File: config.mk
export PLATFORM = sky130hd
export DESIGN_NAME = q_pulse_counter
export DESIGN_NICKNAME = d
export VERILOG_FILES = /design/src/rtl/q_pulse_counter.sv
export SDC_FILE = /design/constraint.sdc
export NUM_CORES = 1
export LEC_CHECK = 0
export CAP_MARGIN = 15
export CORE_ASPECT_RATIO = 0.6
export CORE_MARGIN = 2
export CORE_UTILIZATION = 40
export DETAILED_ROUTE_END_ITERATION = 12
export PLACE_DENSITY = 0.68
export SKIP_LAST_GASP = 1
export SLEW_MARGIN = 5
export SYNTH_ARGS = -nofsm -noshare
export SYNTH_HDL_FRONTEND = slang
export SYNTH_SLANG_ARGS = --single-unit
export TNS_END_PERCENT = 20
File: constraint.sdc
create_clock -name clk -period 10 [get_ports clk]
set_clock_uncertainty 0.1 [all_clocks]
set_input_delay 2 -clock clk [delete_from_list [all_inputs] [get_ports clk]]
set_output_delay 2 -clock clk [all_outputs]
set_load 0.01 [all_outputs]
File: src/rtl/q_pulse_counter.sv
// Pulse-train receiver: synchronizes q_serialized, counts rising edges
// and returns count and charge (count * Q_PER_PULSE) over valid/ready.
module q_pulse_counter #(
  parameter int BUS_WIDTH   = 10,
  parameter int Q_PER_PULSE = 30,
  parameter int SYNC_STAGES = 2,
  parameter int GAP_CYCLES  = 16,
  parameter int ARM_TIMEOUT = 1024
) (
  input  logic                 clk,
  input  logic                 rst,
  input  logic                 start,
  input  logic                 q_serialized,
  input  logic                 out_ready,
  output logic                 busy,
  output logic                 out_valid,
  output logic [BUS_WIDTH-1:0] n_pulses,
  output logic [BUS_WIDTH-1:0] q_measured,
  output logic                 overflow,
  output logic                 timeout
);

  localparam int AW = (ARM_TIMEOUT > 1) ? $clog2(ARM_TIMEOUT) : 1;
  localparam int GW = (GAP_CYCLES > 1) ? $clog2(GAP_CYCLES) : 1;
  localparam int PW = 2 * BUS_WIDTH;

  localparam logic [BUS_WIDTH-1:0] LP_MAX      = '1;
  localparam logic [AW-1:0]        LP_ARM_LAST = AW'(ARM_TIMEOUT - 1);
  localparam logic [GW-1:0]        LP_GAP_LAST = GW'(GAP_CYCLES - 1);

  typedef enum logic [1:0] {
    S_IDLE,
    S_ARMED,
    S_COUNT,
    S_DONE
  } state_t;

  state_t r_state;
  state_t w_state_nx;

  logic [SYNC_STAGES-1:0] r_sync;
  logic                   r_sync_prev;
  logic                   w_rise;

  logic [BUS_WIDTH-1:0] r_count;
  logic [BUS_WIDTH-1:0] w_count_nx;
  logic                 r_sat;
  logic                 w_sat_nx;
  logic [AW-1:0]        r_arm;
  logic [AW-1:0]        w_arm_nx;
  logic [GW-1:0]        r_gap;
  logic [GW-1:0]        w_gap_nx;

  logic                 r_valid;
  logic                 w_valid_nx;
  logic [BUS_WIDTH-1:0] r_n;
  logic [BUS_WIDTH-1:0] w_n_nx;
  logic [BUS_WIDTH-1:0] r_q;
  logic [BUS_WIDTH-1:0] w_q_nx;
  logic                 r_ovf;
  logic                 w_ovf_nx;
  logic                 r_to;
  logic                 w_to_nx;

  logic [PW-1:0]        w_prod;
  logic                 w_prod_ovf;

  // Sync chain keeps running in every state so a level already high
  // when arming never looks like a fresh edge.
  always_ff @(posedge clk) begin
    if (rst) begin
      r_sync      <= '0;
      r_sync_prev <= 1'b0;
    end else begin
      r_sync      <= {r_sync[SYNC_STAGES-2:0], q_serialized};
      r_sync_prev <= r_sync[SYNC_STAGES-1];
    end
  end

  assign w_rise = r_sync[SYNC_STAGES-1] & ~r_sync_prev;

  assign w_prod     = PW'(r_count) * PW'(Q_PER_PULSE);
  assign w_prod_ovf = |w_prod[PW-1:BUS_WIDTH];

  always_ff @(posedge clk) begin
    if (rst) begin
      r_state <= S_IDLE;
      r_count <= '0;
      r_sat   <= 1'b0;
      r_arm   <= '0;
      r_gap   <= '0;
      r_valid <= 1'b0;
      r_n     <= '0;
      r_q     <= '0;
      r_ovf   <= 1'b0;
      r_to    <= 1'b0;
    end else begin
      r_state <= w_state_nx;
      r_count <= w_count_nx;
      r_sat   <= w_sat_nx;
      r_arm   <= w_arm_nx;
      r_gap   <= w_gap_nx;
      r_valid <= w_valid_nx;
      r_n     <= w_n_nx;
      r_q     <= w_q_nx;
      r_ovf   <= w_ovf_nx;
      r_to    <= w_to_nx;
    end
  end

  always_comb begin
    w_state_nx = r_state;
    w_count_nx = r_count;
    w_sat_nx   = r_sat;
    w_arm_nx   = r_arm;
    w_gap_nx   = r_gap;
    w_valid_nx = r_valid;
    w_n_nx     = r_n;
    w_q_nx     = r_q;
    w_ovf_nx   = r_ovf;
    w_to_nx    = r_to;
    unique case (r_state)
      S_IDLE: begin
        if (start) begin
          w_state_nx = S_ARMED;
          w_count_nx = '0;
          w_sat_nx   = 1'b0;
          w_arm_nx   = '0;
          w_gap_nx   = '0;
        end
      end
      S_ARMED: begin
        if (w_rise) begin
          w_state_nx = S_COUNT;
          w_count_nx = BUS_WIDTH'(1);
          w_gap_nx   = '0;
        end else if (r_arm == LP_ARM_LAST) begin
          w_state_nx = S_DONE;
          w_count_nx = '0;
          w_valid_nx = 1'b1;
          w_n_nx     = '0;
          w_q_nx     = '0;
          w_ovf_nx   = 1'b0;
          w_to_nx    = 1'b1;
        end else begin
          w_arm_nx = r_arm + AW'(1);
        end
      end
      S_COUNT: begin
        if (w_rise) begin
          w_gap_nx = '0;
          if (r_count == LP_MAX) begin
            w_sat_nx = 1'b1;
          end else begin
            w_count_nx = r_count + BUS_WIDTH'(1);
          end
        end else if (r_gap == LP_GAP_LAST) begin
          w_state_nx = S_DONE;
          w_valid_nx = 1'b1;
          w_n_nx     = r_count;
          w_q_nx     = w_prod_ovf ? LP_MAX : w_prod[BUS_WIDTH-1:0];
          w_ovf_nx   = r_sat | w_prod_ovf;
          w_to_nx    = 1'b0;
        end else begin
          w_gap_nx = r_gap + GW'(1);
        end
      end
      S_DONE: begin
        if (out_ready) begin
          w_state_nx = S_IDLE;
          w_valid_nx = 1'b0;
          w_n_nx     = '0;
          w_q_nx     = '0;
          w_ovf_nx   = 1'b0;
          w_to_nx    = 1'b0;
        end
      end
      default: w_state_nx = S_IDLE;
    endcase
  end

  assign busy       = (r_state == S_ARMED) | (r_state == S_COUNT);
  assign out_valid  = r_valid;
  assign n_pulses   = r_n;
  assign q_measured = r_q;
  assign overflow   = r_ovf;
  assign timeout    = r_to;

endmodule

==> results of run 1 <==
[synthesized netlist by cell type, types with 4 or more instances]
cell type  number  area share [%]
dfxtp_1        53              29
nand2_1        37             3.8
nor2_1         35             3.6
a21oi_1        33             4.6
ha_1           32              11
inv_1          28             2.9
nand3_1        18             2.5
fa_1           17             9.4
xnor2_1        14             3.4
nor2b_1        10             1.7
xor2_1          9             2.2
a21o_1          8             1.7
clkbuf_1        8            0.83
nand4_1         8             1.4
nand2b_1        7             1.2
o21ai_0         7            0.97
nor3_1          6            0.83
a21boi_0        5             1.0
a221oi_2        5             2.1
buf_2           5            0.69
a221oi_1        4            0.97
and3_1          4            0.69
[worst reg2reg max path: cells and delay by family (launching register included)]
kind | cells | cell delay [ns]
AND/OR/NAND/NOR | 1 | 0.19
buffers and inverters | 3 | 0.50
flip-flops | 1 | 0.57
AO/OA/AOI/OAI | 5 | 1.39
adder cells (fa/ha/maj) | 3 | 1.39
[flip-flops by register name (all words and copies together), names as in the netlist]
register,count
q_measured,10
r_arm,10
r_state,2
r_gap,4
r_sync_prev,1
n_pulses,10
timeout,1
overflow,1
r_sync,2
out_valid,1
r_count,10
r_sat,1
[routing by layer]
layer  track usage, %  wire [um]  part of all wire [%]  vias up
met1            26.73       4507                    55     1434
met2            24.06       3161                    39       65
met5                0          0                     0        -
met3            3.655        408                   5.0        5
li1                 -          -                     -     1454
met4            3.626         46                  0.57        0
[stage by stage]
stage,std cells,setup slack [ns],hold WS [ns],cell area [um^2]
6_report,537,5.647,0.3505,4110
5_1_grt,537,5.350,0.3720,4110
3_5_place_dp,529,5.399,0.3373,3970
3_3_place_gp,529,5.468,0.3271,3970
4_1_cts,537,5.712,0.3535,4110
2_1_floorplan,403,6.198,0.3138,3608
[power groups by stage]
stage               Combinational, W  Clock, W  Sequential (W)
floorplan                   0.000166         0        0.000237
global placement            0.000212         0        0.000237
detailed placement          0.000217         0        0.000238
CTS                         0.000218  0.000174        0.000233
global route                0.000243  0.000182        0.000234
finish                      0.000221  0.000171        0.000233
[logic make-up after synthesis]
family / share of synthesized area (%)
flip-flops: 29.40
XOR/XNOR: 5.583
multiplexers: 0.5548
adder cells (fa/ha/maj): 20.53
buffers and inverters: 5.166
AO/OA/AOI/OAI: 20.18
AND/OR/NAND/NOR: 18.59
[cell usage in the layout, fill, tap and decap left out, types with 4 or more instances in the layout]
master	n
a21boi_0	5
a21o_1	8
a21oi_1	33
a221oi_1	4
a221oi_2	5
and3_1	4
clkbuf_16	5
clkdlybuf4s50_1	28
dfxtp_1	53
fa_1	17
ha_1	32
inv_1	28
nand2_1	37
nand2b_1	7
nand3_1	18
nand4_1	8
nor2_1	35
nor2b_1	10
nor3_1	6
o21ai_0	7
xnor2_1	14
xor2_1	9
[worst max path at each step]
stage          slack (ns)  depth (start not counted)                          to                     from
6_report             5.65                          6  q_measured[5]$_SDFFE_PP0P_                out_ready
5_1_grt              5.35                         12       overflow$_SDFFE_PP0P_  r_count[7]$_SDFFE_PP0P_
4_1_cts              5.71                          6  q_measured[5]$_SDFFE_PP0P_                out_ready
3_5_place_dp         5.40                          6  q_measured[5]$_SDFFE_PP0P_                out_ready
3_3_place_gp         5.47                          6  q_measured[5]$_SDFFE_PP0P_                out_ready
2_1_floorplan        6.20                         13  q_measured[1]$_SDFFE_PP0P_  r_count[7]$_SDFFE_PP0P_
[layout make-up]
cell class              instances  area share (%)
flip-flops and latches         53           25.81
repair buffers                 31           7.367
inverters                      28           2.557
clock inverters                 1          0.1826
well taps                     112           3.409
multi-input cells             305           57.44
clock buffers                   7           3.227
==> metrics.md, run 1 <==
| Metric | Value |
|---|---|
| Status | `finished clean` |
| Initial core utilization | `41.86%` |
| Reg2Reg Setup Slack | `5.69 ns` |
| Clock transition at path regs | `0.07 ns` |
| Netlist cell types | `56` |
| Async S/R FF share, synth | `0%` |
| P_leak | `1.708 nW` |
| Drt total wl | `8125 um` |
| Mapped Cells | `403` |
| CP peak stage delay | `around 0.73 ns` |
| Antenna violations before repair | `0` |
| Worst slew pin tran | `0.7542 ns` |
| CTS buffer count | `5` |
| Insertion delay to the later sink of the worst-skew pair | `0.29 ns` |
| Max-slew headroom | `around 50%` |
| TritonRoute pass-1 iters | `4` |
| Clock sink count | `53` |
| Top delay family on crit path | `compound AO/OA/AOI/OAI gates` |
| Final Cycle Share | `43.53%` |
| Via density | `5.508` |
| Endpoint, Worst Hold | `n_pulses[7]$_SDFFE_PP0P_` |
| FILL cells | `817` |
| Post-cts sizing count | `0` |
| H-tree depth | `2` |
| Die Width | `126.6 um` |
| Pin count of the biggest net entering global routing | `39` |
| Worst r2r dst | `overflow$_SDFFE_PP0P_` |
| GPL Wtd Cong | `0.7902` |
| Root Driver | `clkbuf_16` |
| VDD IR-drop max | `roughly 95 uV` |
| Pwr Density | `between 150 and 200 nW/um^2` |
| RSZ-0062 raised after global routing | `false` |
| Hold_sp | `n_pulses[7]$_SDFFE_PP0P_` |
| Top FF cell, synth | `dfxtp_1` |
| Pint | `0.0003888 W` |
| Ant. Diodes | `0` |
| First-pass GRT wire length | `about 14000 um` |
| Average wire per standard cell | `15.13 um` |
| Total Routing Usage GR | `17.21%` |
| Final core occ | `47.68%` |
| Buf+Inv Stages, Crit Path | `1` |
| Crit Path Category | `input port to register` |
| Post-synthesis average cell area | `8.954 um^2` |
| Total negative slack | `0 ns` |
| CP endpoint kind | `register` |
| Die H | `roughly 78 um` |
| Register area | `~1100 um^2` |
| Crit path time final | `4.353 ns` |
| Rows | `26` |
| Yosys reg bits | `53` |
| Vias | `roughly 3000` |
| P&R area growth vs syn | `13.90%` |
| Final #Nets | `478` |
| Hold-fix buffer count after cts | `0` |
| Worst endpoint required time | `~10 ns` |
| Crit-path cells | `clkdlybuf4s50_1 > nor2b_1 > a2111oi_4 > nand2_1 > o31a_1 > a221oi_2` |
| Worst Setup Start Kind | `input port` |
| Max_cap viols | `0` |
| Area of the multi-input gates | `2361 um^2` |
| Vias in the first global route | `2799` |
| Syn_nets | `457` |
| Clk pwr share | `27.4%` |
| Slowest-stage cell, CP | `a2111oi_4` |
| # setup viols final | `0` |
| Switching fraction of total power | `37.76%` |
| Max Freq | `229.7 MHz` |
| Core Area | `roughly 8600 um^2` |
| Comb pwr share | `between 30% and 40%` |
| Flop pwr share | `37.2%` |
| Hold WC Path Type | `register to register` |
| Register area share after synthesis | `about 29%` |
| Synth warn | `0` |
| Die ar. | `between 9000 and 10000 um^2` |
| NetSw | `0.0002359 W` |
| Congestion Overflow GR | `0` |
| CP arrival | `4.46 ns` |
| Worst reg2reg path depth | `12` |
| Pwr Total | `0.0006247 W` |
| Largest fanout on the critical path | `12` |
| PortBufs | `28` |
| CTS tree | `done` |
| R2R Path Start | `r_count[7]$_SDFFE_PP0P_` |
| Number of synthesized flops with an enable pin | `0` |
| Clock Path Buffers | `2` |
| Cell Area, Synth | `3608 um^2` |
| Final Max Tran Viols | `0` |
| Antenna Violating Nets Remaining | `0` |
| Postcts setup bufs | `0` |
| Fraction of layout cells with a size suffix above 1 | `about 5.2%` |
| Dpl hpwl | `roughly 6000 um` |
| Initial drt markers | `roughly 250` |
| Hold Path Stages | `2` |
| Fin. Hold Viols | `0` |
| I/O pin cnt | `29` |
| DRC errors left | `0` |
(Power assumes the default switching activity.)
==> run 2, diff against run 1 <==
Settings changed: PLACE_DENSITY 0.68 to 0.71.
Clock period 10 ns to 4 ns, I/O delays scaled along.
==> metrics.md, run 2 (synthesis gave the netlist of run 1 again) <==
| Metric | Value |
|---|---|
| Total negative slack | `0 ns (unchanged)` |
| Insertion delay to the later sink of the worst-skew pair | `0.29 ns (about the same)` |
| Switching fraction of total power | `35.83% (-1.9 points)` |
| Initial drt markers | `194 (-23%)` |
| Worst r2r dst | `q_measured[6]$_SDFFE_PP0P_` |
| Dpl hpwl | `6189 um (+0.91%)` |
| CP arrival | `3.86 ns (-0.60 ns)` |
| Status | `finished clean` |
| Hold Path Stages | `1 (-1)` |
| Final #Nets | `490 (+2.5%)` |
| # setup viols final | `0 (unchanged)` |
| Endpoint, Worst Hold | `r_sync[1]$_SDFF_PP0_` |
| P&R area growth vs syn | `18.17%` |
| Vias in the first global route | `2835 (+1.3%)` |
| Rows | `26 (unchanged)` |
| DRC errors left | `0 (unchanged)` |
| Total Routing Usage GR | `17.40% (+0.19 points)` |
| Final WS setup | `0.1939 ns (-5.453 ns)` |
| CP endpoint kind | `register` |
| Final Cycle Share | `95.15%` |
| PortBufs | `28 (unchanged)` |
| RSZ-0062 raised after global routing | `false` |
| Via density | `5.399 (-2.0%)` |
| R2R Path Start | `r_count[7]$_SDFFE_PP0P_` |
| Area of the multi-input gates | `2394 um^2 (+1.4%)` |
| Commonest cells after routing, fill and taps aside | `53 x dfxtp_1, 37 x nand2_1, 35 x nor2_1, 32 x ha_1, 31 x a21oi_1` |
| Clock sink count | `53 (unchanged)` |
| Clk pwr share | `30.2% (+2.8 points)` |
| Die H | `77.57 um (unchanged)` |
| Worst reg2reg path depth | `12 (unchanged)` |
| Pint | `0.001047 W (+170%)` |
| Die Width | `126.6 um (unchanged)` |
| Final Max Tran Viols | `0 (unchanged)` |
| Ant. Diodes | `0 (unchanged)` |
| GPL Wtd Cong | `0.8373 (+6.0%)` |
| Root Driver | `clkbuf_16` |
| I/O pin cnt | `29 (unchanged)` |
| Comb pwr share | `34.3% (-1.1 points)` |
| Hold WC Path Type | `register to register` |
| Commonest non-fill, non-tap cell in the layout | `dfxtp_1` |
| Drt total wl | `8219 um (+1.2%)` |
| Crit path time final | `~3.8 ns` |
| First-pass GRT wire length | `13980 um (+1.6%)` |
| Die ar. | `9822 um^2 (unchanged)` |
| Max Freq | `262.7 MHz` |
| Initial core utilization | `41.86% (unchanged)` |
| Register area | `1061 um^2 (unchanged)` |
| Fraction of layout cells with a size suffix above 1 | `9.382% (+4.2 points)` |
| CTS tree | `done` |
| Congestion Overflow GR | `0 (unchanged)` |
| Pin count of the biggest net entering global routing | `26 (-33%)` |
| Crit Path Category | `register to register` |
| Max_cap viols | `0 (unchanged)` |
| Antenna violations before repair | `0 (unchanged)` |
| TritonRoute pass-1 iters | `4 (unchanged)` |
| Worst slew pin tran | `0.8457 ns (+0.09148 ns)` |
| Fin. Hold Viols | `0 (unchanged)` |
| Pwr Density | `382.8 nW/um^2 (+150%)` |
| Antenna Violating Nets Remaining | `0 (unchanged)` |
| Reg2Reg Setup Slack | `0.19 ns (-5.50 ns)` |
| Flop pwr share | `35.5% (-1.7 points)` |
| FILL cells | `787 (-3.7%)` |
| DP Worst Slack | `0.04970 ns (-5.350 ns)` |
| Largest fanout on the critical path | `5 (-7)` |
| Vias | `2964 (+0.20%)` |
| Max-slew headroom | `43.44% (-6.3 points)` |
| P_leak | `1.799 nW (+5.3%)` |
| Clock transition at path regs | `0.07 ns (about the same)` |
| NetSw | `0.0005848 W (+150%)` |
| H-tree depth | `2 (unchanged)` |
| Pwr Total | `0.001632 W (+160%)` |
| VDD IR-drop max | `256.1 uV (+170%)` |
| Hold_sp | `r_sync[0]$_SDFF_PP0_` |
| CTS buffer count | `5 (unchanged)` |
| Worst Setup Start Kind | `register` |
| Hold Worst Slack | `0.3424 ns (-0.008054 ns)` |
| Average wire per standard cell | `14.97 um (-1.1%)` |
| Clock Path Buffers | `2 (unchanged)` |
| Worst endpoint required time | `4.06 ns (-6.04 ns)` |
| Core Area | `8621 um^2 (unchanged)` |
run 2: changes by cell type in the layout (fill, tap and decap cells not counted), sizes merged:
cell and change:
clkinv +1, clkbuf -1, buf +12, clkinvlp -1
bufinv +1
run 2: timing repair:
item                                    in CTS  in global routing
resized for setup                            0                 13
hold buffers                                 0                  0
endpoints found under the setup margin       0                 11
setup buffers                                0                  0
run 2: worst max-delay path by stage:
stage,start,end,cells past startpoint
detailed placement,r_count[5]$_SDFFE_PP0P_,q_measured[8]$_SDFFE_PP0P_,12
floorplan,r_count[7]$_SDFFE_PP0P_,q_measured[1]$_SDFFE_PP0P_,13
finish,r_count[7]$_SDFFE_PP0P_,q_measured[6]$_SDFFE_PP0P_,12
global route,r_count[4]$_SDFFE_PP0P_,q_measured[4]$_SDFFE_PP0P_,12
global placement,r_count[5]$_SDFFE_PP0P_,q_measured[4]$_SDFFE_PP0P_,12
CTS,r_count[5]$_SDFFE_PP0P_,q_measured[8]$_SDFFE_PP0P_,12
run 2: stage by stage:
stage / utilization (%) / area [um^2] / std cells
final: 49.46 / 4264 / 549
after CTS: 48.96 / 4220 / 548
after floorplan: - / 3608 / 403
after global routing: 49.46 / 4264 / 549
after detailed placement: 47.01 / 4053 / 540
after global placement: 47.01 / 4053 / 540
run 2: cell type report:
class,instances,share of cell area (%)
clock buffer,6,3.022
clock inverter,2,0.9096
inverter,28,2.465
multi-input combinational,305,56.13
sequential,53,24.88
tap,112,3.286
timing repair buffer,43,9.302
run 2: metal layers:
layer / part of all wire, % / routed length, um / GRT usage, % / vias up
met2: 39 / 3172 / 24.17 / 66
met3: 5.0 / 412 / 3.931 / 4
met4: 0.49 / 40 / 2.857 / 0
li1: - / - / - / 1476
met5: 0 / 0 / 0 / -
met1: 56 / 4594 / 27.36 / 1418
run 2: power by group through the flow:
stage	combinational [W]	clock (W)	sequential (W)
final	0.000560	0.000493	0.000579
after global routing	0.000619	0.000527	0.000584
after CTS	0.000554	0.000503	0.000579
after detailed placement	0.000550	0	0.000591
after global placement	0.000545	0	0.000589
after floorplan	0.000415	0	0.000592
run 2: worst max-delay path, stage by stage, from the launching register on:
cell       delay, ns
dfxtp_1         0.43
inv_1           0.15
fa_1            0.47
fa_1            0.51
inv_1           0.04
ha_1            0.30
a21o_1          0.22
a22o_1          0.22
a2111oi_2       0.41
nand4_1         0.20
a2111oi_4       0.31
buf_4           0.23
a221oi_2        0.07
